File: src/rtl/altavoz.sv
`default_nettype none
// ============================================================================
//  Module   : altavoz
//  Purpose  : Left-justified mono PCM serializer. A parallel sample is latched
//             at every frame start and shifted out MSB first, once in the left
//             half (rlclk=0) and once in the right half (rlclk=1) of a frame of
//             2*WIDTH bit-clock slots. The bit clock is derived from clk by a
//             programmable divider.
//  Ports    : clk      - system clock, rising edge
//             reset    - asynchronous active-low reset
//             enable   - 1 = transmit continuously, 0 = idle / abort frame
//             sregt    - parallel two's complement sample, latched at frame start
//             bclk     - serial bit clock (registered)
//             rlclk    - word select, 0 = left half, 1 = right half (registered)
//             dataout  - serial data, MSB first (registered)
//             done     - one-clk pulse when a full frame completes (registered)
//  Revision : 1.0 - initial release
// ============================================================================
module altavoz #(
    parameter int DIV   = 2,    // clk cycles per bclk half period, 1..255
    parameter int WIDTH = 16    // PCM sample width in bits
) (
    input  logic             clk,
    input  logic             reset,
    input  logic             enable,
    input  logic [WIDTH-1:0] sregt,
    output logic             bclk,
    output logic             rlclk,
    output logic             dataout,
    output logic             done
);

    localparam int                 SLOT_W     = $clog2(2 * WIDTH);
    localparam logic [SLOT_W-1:0]  SLOT_LAST  = SLOT_W'(2 * WIDTH - 1);
    localparam logic [SLOT_W-1:0]  SLOT_RIGHT = SLOT_W'(WIDTH);
    localparam logic [7:0]         DIV_LAST   = 8'(DIV - 1);

    typedef enum logic [0:0] {
        ST_IDLE = 1'b0,
        ST_RUN  = 1'b1
    } state_t;

    state_t            state_q,  state_d;
    logic [7:0]        div_q,    div_d;
    logic [SLOT_W-1:0] slot_q,   slot_d;
    logic              bclk_q,   bclk_d;
    logic              rlclk_q,  rlclk_d;
    logic              dout_q,   dout_d;
    logic              done_q,   done_d;
    logic [WIDTH-1:0]  sample_q, sample_d;
    logic [WIDTH-1:0]  shift_q,  shift_d;

    logic [SLOT_W-1:0] slot_inc;
    logic              div_wrap;

    assign slot_inc = slot_q + SLOT_W'(1);
    assign div_wrap = (div_q == DIV_LAST);

    // ------------------------------------------------------------------------
    // State register
    // ------------------------------------------------------------------------
    always_ff @(posedge clk or negedge reset) begin
        if (!reset) begin
            state_q  <= ST_IDLE;
            div_q    <= '0;
            slot_q   <= '0;
            bclk_q   <= 1'b0;
            rlclk_q  <= 1'b0;
            dout_q   <= 1'b0;
            done_q   <= 1'b0;
            sample_q <= '0;
            shift_q  <= '0;
        end else begin
            state_q  <= state_d;
            div_q    <= div_d;
            slot_q   <= slot_d;
            bclk_q   <= bclk_d;
            rlclk_q  <= rlclk_d;
            dout_q   <= dout_d;
            done_q   <= done_d;
            sample_q <= sample_d;
            shift_q  <= shift_d;
        end
    end

    // ------------------------------------------------------------------------
    // Next-state and output logic
    // ------------------------------------------------------------------------
    always_comb begin
        state_d  = state_q;
        div_d    = div_q;
        slot_d   = slot_q;
        bclk_d   = bclk_q;
        rlclk_d  = rlclk_q;
        dout_d   = dout_q;
        done_d   = 1'b0;
        sample_d = sample_q;
        shift_d  = shift_q;

        if (!enable) begin
            // Idle or abort: counters and outputs clear, the sample is kept.
            state_d = ST_IDLE;
            div_d   = '0;
            slot_d  = '0;
            bclk_d  = 1'b0;
            rlclk_d = 1'b0;
            dout_d  = 1'b0;
        end else begin
            case (state_q)
                ST_IDLE: begin
                    // Fresh frame: the first bit is presented immediately so
                    // that it is stable before the first rising bclk.
                    state_d  = ST_RUN;
                    sample_d = sregt;
                    shift_d  = sregt;
                    div_d    = '0;
                    slot_d   = '0;
                    bclk_d   = 1'b0;
                    rlclk_d  = 1'b0;
                    dout_d   = sregt[WIDTH-1];
                end
                ST_RUN: begin
                    if (div_wrap) begin
                        div_d  = '0;
                        bclk_d = ~bclk_q;
                        // Slot, data and word select only move on the edge
                        // that drives bclk low, keeping them stable around
                        // every rising bclk.
                        if (bclk_q) begin
                            if (slot_q == SLOT_LAST) begin
                                slot_d   = '0;
                                sample_d = sregt;
                                shift_d  = sregt;
                                rlclk_d  = 1'b0;
                                dout_d   = sregt[WIDTH-1];
                                done_d   = 1'b1;
                            end else begin
                                slot_d = slot_inc;
                                // Right half replays the same latched sample.
                                if (slot_inc == SLOT_RIGHT) begin
                                    shift_d = sample_q;
                                end else begin
                                    shift_d = shift_q << 1;
                                end
                                rlclk_d = (slot_inc >= SLOT_RIGHT);
                                dout_d  = shift_d[WIDTH-1];
                            end
                        end
                    end else begin
                        div_d = div_q + 8'd1;
                    end
                end
                default: begin
                    state_d = ST_IDLE;
                end
            endcase
        end
    end

    assign bclk    = bclk_q;
    assign rlclk   = rlclk_q;
    assign dataout = dout_q;
    assign done    = done_q;

endmodule
`default_nettype wire

File: config.mk
export PLATFORM = sky130hd
export DESIGN_NAME = altavoz
export DESIGN_NICKNAME = d
export VERILOG_FILES = /design/src/rtl/altavoz.sv
export SDC_FILE = /design/constraint.sdc
export NUM_CORES = 1
export LEC_CHECK = 0
export BUFFER_PORTS_ARGS = -buffer_cell sky130_fd_sc_hd__buf_2
export CORE_MARGIN = 2
export CORE_UTILIZATION = 48
export DETAILED_ROUTE_END_ITERATION = 10
export GPL_TIMING_DRIVEN = 0
export HOLD_SLACK_MARGIN = 0.05
export PLACE_DENSITY = 0.66
export SLEW_MARGIN = 20
export SYNTH_ARGS = -nofsm -noshare
export SYNTH_HDL_FRONTEND = slang
export SYNTH_SLANG_ARGS = --single-unit
File: constraint.sdc
create_clock -name clk -period 5.1 [get_ports clk]
set_clock_uncertainty 0.1 [all_clocks]
set_input_delay 0.51 -clock clk [delete_from_list [all_inputs] [get_ports clk]]
set_output_delay 0.51 -clock clk [all_outputs]
set_load 0.005 [all_outputs]
After elaboration in Yosys (flattened, before gate mapping)
Index checks and enable logic that the tools add are counted.
{"block": "word_totals", "input_bits": 19, "regBits": 49, "output_inout_bits": 4, "word_cells": 61}
{"block": "op_classes", "bitwise_logic": 2, "eq_ne": 8, "n_reduce_logical": 3, "addsub": 2, "muxes": 36, "magnitude_cmp": 1}
{"op": "$mux 16", "n": 4}
{"op": "$mux 15", "n": 3}
{"op": "$pmux 16 s2", "n": 1}
{"op": "$pmux 15 s2", "n": 1}
{"op": "$mux 5", "n": 4}
{"op": "$mux 1", "n": 16}
{"op": "$mux 8", "n": 2}
{"op": "$pmux 8 s2", "n": 1}
{"op": "$eq 5x5->1 const B", "n": 2}
{"op": "$pmux 5 s2", "n": 1}
{"op": "$add 8x1->8 const B", "n": 1}
{"op": "$eq 8x1->1 const B", "n": 1}
{"op": "$ne 2x1->1 const B", "n": 3}
{"op": "$ne 3x2->1 const B", "n": 2}
{"op": "$pmux 1 s2", "n": 3}
{"op": "$add 5x1->5 const B", "n": 1}
{"op": "$ge 5x5->1 const B", "n": 1}
{"op": "$reduce_and 4->1", "n": 1}
{"op": "$reduce_and 3->1", "n": 1}
{"op": "$not 1->1", "n": 2}
{"op": "$reduce_and 2->1", "n": 1}

Depth between registers and ports, before layout
Gate-level depths: netlist of run 1.
{"block": "logic_depth", "word_depth": 8, "depth_mapped": 8, "ltp_nobuf": 7}

Worst setup path before layout of run 1
No wires, ideal clock.
{"block": "synth_timing", "kind": "register -> register", "from": "register slot_q[0]", "to": "register shift_q[10]", "required_time_ns": 4.910, "path_stages_with_launch": 9, "setup_ns": 0.090, "arrival_ns": 2.302, "period_less_slack_ns": 2.492, "path_buffers": 3, "path_slack_ns": 2.608, "cell_sequence": "dfrtp_1 > ha_1 > and3_1 > ha_1 > clkdlybuf4s50_2 > or3_1 > buf_2 > buf_6 > o221ai_1"}
{"block": "synth_via", "elab_chain_cells": 7, "elab_cells_between_ends": 8, "classes_between": "add/sub (1); eq/ne (2); mux (5)"}
{"item": "start, declared", "line_no": "45", "text": "logic [SLOT_W-1:0] slot_q, slot_d;"}
{"item": "start signal, assigned", "line_no": "76", "text": "slot_q <= slot_d;"}
{"item": "$add 5x1->5", "line_no": "56", "text": "assign slot_inc = slot_q + SLOT_W'(1);"}
{"item": "$eq 5x5->1", "line_no": "140", "text": "if (slot_inc == SLOT_RIGHT) begin"}
{"item": "$mux 16", "line_no": "140"}
{"item": "$mux 15 *", "line_no": "130", "text": "if (slot_q == SLOT_LAST) begin"}
{"item": "$mux 15 *", "line_no": "129", "text": "if (bclk_q) begin"}
{"item": "$mux 15 *", "line_no": "123", "text": "if (div_wrap) begin"}
{"item": "$pmux 15 s2 *", "line_no": "109", "text": "case (state_q)"}
{"item": "end signal, assigned", "line_no": "82", "text": "shift_q <= shift_d;"}
{"item": "end, declared", "line_no": "51", "text": "logic [WIDTH-1:0] shift_q, shift_d;"}
Mark *: on every way between the ends. The rest lies on a longest branch, timed or not. The select of a mux whose other input is x is not followed.
A chain may end at the register's enable or synchronous reset.

Worst setup path in the final report of run 1
{"block": "layout_timing", "from": "register slot_q[0]", "to": "register sample_q[6]"}
{"block": "layout_via", "elab_chain_cells": 3}
{"item": "$eq 5x5->1", "line_no": "130"}
{"item": "$ne 2x1->1 (no source line)"}
{"item": "$reduce_and 4->1 (no source line)"}
{"item": "end signal, assigned", "line_no": "81", "text": "sample_q <= sample_d;"}
{"item": "end, declared", "line_no": "50", "text": "logic [WIDTH-1:0] sample_q, sample_d;"}
No other way between the ends.

==> key figures, run 1 <==
Placement
  – Buffers on Ports: 22
  – Inst Count DP: 290
  – DP Area: 2420 um2
  – Post-DP HPWL: between 2000 and 3000 um
  – DP Worst Slack: ~2300 ps
  – Gpl congestion: 0.758

Clock tree
  – # hold bufs at CTS: 0
  – Max Root-Sink Buffers: 2
  – H-tree lvl count: 2
  – CTS tree: built
  – Postcts setup bufs: 0
  – Root Buffer: clkbuf_8
  – Worst skew pair latency: 300 ps
  – CTS sink cnt: 48
  – Clk slew on worst S/H paths: 90 ps
  – Total CTS buffers: 5
  – Cts repair resizes: 0

Synthesis
  – Syn Std Cell Area: 2250 um2
  – Post-synthesis net count: 239
  – Top-area cell type share of the netlist area: a little over half
  – Synth Register Bits: 48
  – Ranking of synthesized cells by area: dfrtp_1, nand2_1, mux2i_1
  – Yosys cell types: 36
  – Average cell area after synthesis: about 10 um2
  – Mapped Cells: 216
  – Register area share after synthesis: 53.4%
  – Synth area leader: dfrtp_1
  – Ys Warns: 0

Floorplan
  – I/O pins: 23
  – Starting Density: between 50 and 60%
  – Row cnt: 24
  – Die W: 72.5 um
  – Die area: 5250 um2
  – Die height: 72.5 um
  – Total core area: 4440 um2

Route
  – Routed wire length per instance: 14.0 um
  – Final WL: 4180 um
  – Routed Antenna Nets: 0
  – Vias per cell: 5.32
  – DRT iter0 DRCs: 71
  – DRT met1 WL: 2070 um
  – Via count: 1586
  – DR WL met3: 155 um
  – First-pass DRT Iterations: 4
  – WL met2: 1890 um
  – Max Used Layer: met4
  – # DRC: 0

STA
  – Final hold slack: 121 ps
  – Setup TNS: 0 ps
  – Slew Viols, Final: 0
  – Final Hold Viols: 0
  – Final worst slack: about 2300 ps
  – RSZ-0062 raised after global routing: false
  – Fin crit share: 55.4%
  – FMAX: 354 MHz
  – Final min period: 2830 ps
  – Pin slew with the least headroom to its limit: 666 ps
  – Final setup fails: 0
  – Slew HR: 55.0%

Power and ir drop
  – Pwr Density: slightly below 300 nW/um2
  – Leakage power: 1.22 nW
  – Power Total: between 700 and 800 uW
  – Worst ir drop on vdd: ~0.14 mV

Global route
  – Antenna violations before repair: 0
  – Pin count of the biggest net entering global routing: 49
  – Total gr overflow: 0
  – First-pass GRT wire length: 7190 um
  – Number of global-route vias before repair: 1551
  – Total GRT Usage: 17.9%

Status
  – Status: finished, final reports clean

Worst setup path
  – Setup crit start kind: register
  – Crit-path max FO: 10
  – Critical path type: reg2reg
  – Critical Path RT: 5230 ps
  – Arr. time, crit path: between 2000 and 3000 ps
  – Crit. End Element: register

Min path
  – Hold crit path type: in2async

Cells and area
  – Layout cells sized above 1: 17.5%
  – Ant. Diodes: 0
  – Filler cells: slightly below 400
  – Non-Filler Instances: 298
  – Final instance area: 2520 um2
  – Final #Nets: 268
  – Area grow syn2layout: 11.9%
  – Final Core Density: 56.6%

Run
  – Max cap viols: 0
[cells by family (layout without fill, tap and decap cells)]
family                   Yosys count  in the layout  synth area share, %
AO/OA/AOI/OAI                     28             28                 9.90
buffers and inverters             24             54                 5.40
AND/OR/NAND/NOR                   87             87                 18.4
multiplexers                      17             17                 7.62
XOR/XNOR                           8              8                 3.11
flip-flops                        48             48                 53.4
adder cells (fa/ha/maj)            4              4                 2.22
[placed cells by master, fill, tap and decap left out, types with 2 or more instances in the layout]
cell / count
o221ai_1: 14
xor2_1: 7
buf_4: 2
nor2_1: 12
nor3_1: 2
clkbuf_8: 6
and3_1: 2
a21oi_1: 3
clkbuf_1: 2
buf_6: 2
mux2i_1: 16
nand2_1: 52
nand3_1: 9
inv_1: 16
buf_2: 25
nand4_1: 2
dfrtp_1: 48
nor4b_4: 2
ha_1: 4
o21ai_0: 2
[synth_stat cells]
cell type	instances
or3_1	1
or4b_1	1
buf_6	2
nor2b_1	1
a21oi_2	1
or3_2	1
a21boi_0	1
and3_2	1
dfrtp_1	48
ha_1	4
a21o_1	1
a41oi_1	1
buf_4	1
buf_2	4
nand4_1	2
xor2_1	7
o211ai_1	1
a21boi_1	1
and3_1	2
a31oi_1	1
nor2_1	12
inv_1	16
nand3_1	9
o221ai_1	14
mux2i_1	16
xnor2_1	1
a41o_1	1
clkdlybuf4s50_2	1
nor3_1	2
mux2_2	1
a41o_2	1
a21oi_1	3
nor4b_4	2
or4_1	1
o21ai_0	2
nand2_1	52
[metal layers]
metal	track usage [%]	up-vias
li1	-	802
met5	0	-
met1	24.6	749
met2	27.4	29
met3	4.58	6
met4	6.58	0
[path summary, 6_finish.rpt]
path | startpoint | end | slack (ps) | depth (start not counted)
max reg2reg | slot_q[0]$_DFFE_PN0P_ | sample_q[6]$_DFFE_PN0P_ | 2270 | 8
min reg2reg | sample_q[5]$_DFFE_PN0P_ | sample_q[5]$_DFFE_PN0P_ | 380 | 2
min | reset | slot_q[2]$_DFFE_PN0P_ | 120 | 1
min in group clk | enable | state_q$_DFF_PN0_ | 300 | 1
max | slot_q[0]$_DFFE_PN0P_ | sample_q[6]$_DFFE_PN0P_ | 2270 | 8
max in group asynchronous | reset | shift_q[6]$_DFFE_PN0P_ | 4380 | 1
[worst max-delay path, cell delays in order (launching register included)]
cell and delay (ps):
dfrtp_1 450, ha_1 260, and3_1 190, ha_1 170, clkdlybuf4s50_2 560, a41oi_1 600
buf_4 300, nand2_1 70, nand2_1 60
[power breakdown]
| group | leakage, nW | total, mW | internal [mW] | switching (mW) |
|---|---|---|---|---|
| sequential | 0.616 | 0.433 | 0.413 | 0.0195 |
| clock | 0.0455 | 0.230 | 0.111 | 0.120 |
| combinational | 0.554 | 0.0771 | 0.0343 | 0.0428 |
[flip-flops by register name (all words and copies together) (netlist names)]
name,cells
dataout,1
done,1
shift_q,15
bclk,1
state_q,1
slot_q,5
sample_q,16
div_q,8
[area by class of cell]
cell class              count  area (um2)  area share [%]
plain buffers               8        61.3            2.44
clock buffers               8        90.1            3.58
well taps                  52        65.1            2.58
multi-input cells         144         927            36.8
repair buffers             22         113            4.47
inverters                  16        60.1            2.39
flip-flops and latches     48        1200            47.7
Power figures use the tool's default switching activity.
==> run 2, diff against run 1 <==
clock period = 2.8 ns   (was 5.1 ns; I/O delays follow)
==> key figures, run 2 (synthesis results as in run 1) <==
Status
  – Status: finished, final reports clean

Floorplan
  – Total core area: 4440 um2 (unchanged)
  – Die height: 72.5 um (unchanged)
  – Starting Density: 50.6% (unchanged)
  – I/O pins: 23 (unchanged)
  – Die area: 5250 um2 (unchanged)
  – Row cnt: 24 (unchanged)
  – Die W: 72.5 um (unchanged)

Clock tree
  – Clk slew on worst S/H paths: 90 ps (about the same)
  – Root Buffer: clkbuf_8
  – Total CTS buffers: 5 (unchanged)
  – H-tree lvl count: 2 (unchanged)
  – CTS tree: built
  – Postcts setup bufs: 0 (unchanged)
  – CTS sink cnt: 48 (unchanged)
  – Max Root-Sink Buffers: 2 (unchanged)
  – Worst skew pair latency: 300 ps (about the same)

Route
  – First-pass DRT Iterations: 4 (unchanged)
  – Routed wire length per instance: 14.0 um (+0.12%)
  – Final WL: 4190 um (+0.12%)
  – # DRC: 0 (unchanged)
  – Routed Antenna Nets: 0 (unchanged)
  – Vias per cell: 5.34 (+0.38%)
  – Via count: 1592 (+0.38%)
  – DRT iter0 DRCs: 80 (+13%)

STA
  – Final worst slack: 203 ps (-2070 ps)
  – Final min period: 2600 ps (-228 ps)
  – Pin slew with the least headroom to its limit: 609 ps (-57.8 ps)
  – FMAX: 385 MHz (+8.8%)
  – Slew HR: 59.4% (+4.4 points)
  – Final hold slack: 78.2 ps (-43.0 ps)
  – RSZ-0062 raised after global routing: false
  – Slew Viols, Final: 0 (unchanged)
  – Final Hold Viols: 0 (unchanged)
  – Fin crit share: 92.7% (+37 points)
  – Final setup fails: 0 (unchanged)

Placement
  – DP Worst Slack: -28.2 ps (-2300 ps)
  – Gpl congestion: 0.758 (unchanged)
  – Buffers on Ports: 22 (unchanged)
  – Post-DP HPWL: 2820 um (unchanged)
  – DP Area: 2420 um2 (unchanged)
  – Inst Count DP: 290 (unchanged)

Worst setup path
  – Arr. time, crit path: 2660 ps (-300 ps)
  – CP most frequent cell: ha_1
  – Setup crit start kind: register
  – Levels on crit path: 8 (unchanged)
  – Critical path type: reg2reg
  – Crit-path max FO: 10 (unchanged)
  – Worst-path cell chain: ha_1 -> and3_1 -> ha_1 -> nand3_1 -> a21oi_4 -> buf_2 -> mux2i_1 -> o221ai_1
  – Crit. End Element: register
  – Critical-path top delay cell: dfrtp_1
  – Largest stage delay on the critical path: 450 ps (-150 ps)
  – Largest delay share family, worst path: adder cells
  – Critical Path RT: 2860 ps (-2370 ps)
  – Buffers and inverters on the worst path: 1 (-1)
  – Worst R2R Path Depth: 8 (unchanged)

Cells and area
  – Top reg by flops: sample_q
  – Non-Filler Instances: 298 (unchanged)
  – Multi-input gate area: 942 um2 (+1.6%)
  – Largest register FFs: 16 (unchanged)
  – Commonest non-fill, non-tap cell in the layout: nand2_1
  – Final instance area: 2530 um2 (+0.55%)
  – Commonest non-fill, non-tap cells in the layout: nand2_1, dfrtp_1, buf_2, inv_1, mux2i_1
  – Filler cells: 392 (-0.25%)
  – Ant. Diodes: 0 (unchanged)
  – Area grow syn2layout: 12.5%
  – FF+latch area: 1200 um2 (unchanged)
  – Final #Nets: 268 (unchanged)
  – Largest registers: sample_q (16), shift_q (15), div_q (8)
  – Layout cells sized above 1: 17.5% (unchanged)

Global route
  – GR Util met3: 4.58% (unchanged)
  – First-pass GRT wire length: 7200 um (+0.19%)
  – Antenna violations before repair: 0 (unchanged)
  – Number of global-route vias before repair: 1552 (+0.064%)
  – Total GRT Usage: 17.9% (+0.029 points)
  – Global routing met2 resource utilization: 27.5% (+0.10 points)
  – Total gr overflow: 0 (unchanged)
  – Pin count of the biggest net entering global routing: 49 (unchanged)
  – Top Usage Layer GRT: met2
  – Met1 Use GR: 24.6% (unchanged)

Run
  – Max cap viols: 0 (unchanged)

Power and ir drop
  – Worst ir drop on vdd: 0.261 mV (+83%)
  – Leakage power: 1.22 nW (+0.18%)
  – Pwr Density: 534 nW/um2 (+81%)

Min path
  – Hold Path Stages: 1
  – Hold crit path type: in2reg
==> run 2: cell types whose count changed in the layout (fill, tap and decap cells not counted) <==
cell             before  now
a21oi_2               1    0
a21oi_4               0    1
a41oi_1               1    0
a41oi_2               0    1
clkdlybuf4s50_2       1    0
dlygate4sd3_1         0    1
==> run 2: cell type report <==
type	instances	area share, %
Sequential cell	48	47.5
Inverter	16	2.37
Buffer	7	1.98
Multi-Input combinational cell	144	37.2
Clock buffer	8	3.56
Timing Repair Buffer	23	4.84
Tap cell	52	2.57
==> run 2: metrics by stage <==
step	power [mW]	TNS (ps)	util, %
detailed placement	0.944	-194	54.6
CTS	1.36	0	56.8
global route	1.42	0	57.0
finish	1.35	0	57.0
floorplan	0.885	0	-
global placement	0.938	-102	54.6
==> run 2: worst paths after layout <==
path	startpoint	to	slack, ps
worst max-delay path	slot_q[0]$_DFFE_PN0P_	shift_q[6]$_DFFE_PN0P_	200
worst min-delay path	enable	state_q$_DFF_PN0_	80
worst max register to register	slot_q[0]$_DFFE_PN0P_	shift_q[6]$_DFFE_PN0P_	200
worst min register to register	sample_q[5]$_DFFE_PN0P_	sample_q[5]$_DFFE_PN0P_	380
max in group asynchronous	reset	shift_q[1]$_DFFE_PN0P_	1760
min in group asynchronous	reset	slot_q[2]$_DFFE_PN0P_	430
==> run 2: power breakdown <==
part	switching (mW)	total, mW	internal, mW
sequential	0.0352	0.788	0.753
clock	0.218	0.420	0.202
combinational	0.0787	0.142	0.0636
total	0.332	1.35	1.02
==> run 2: repair_timing <==
item | 4_1_cts | 5_1_grt
pin swaps | 0 | 0
gates cloned | 0 | 0
resized for setup | 1 | 1
hold endpoints to repair | 0 | 48
hold buffers | 0 | 1
setup endpoints to repair | 10 | 12
==> run 2: per-layer routing <==
layer	part of all wire, %	wire, um
met1	49	2070
met2	46	1910
met3	3.3	138
met4	1.6	65
met5	0	0
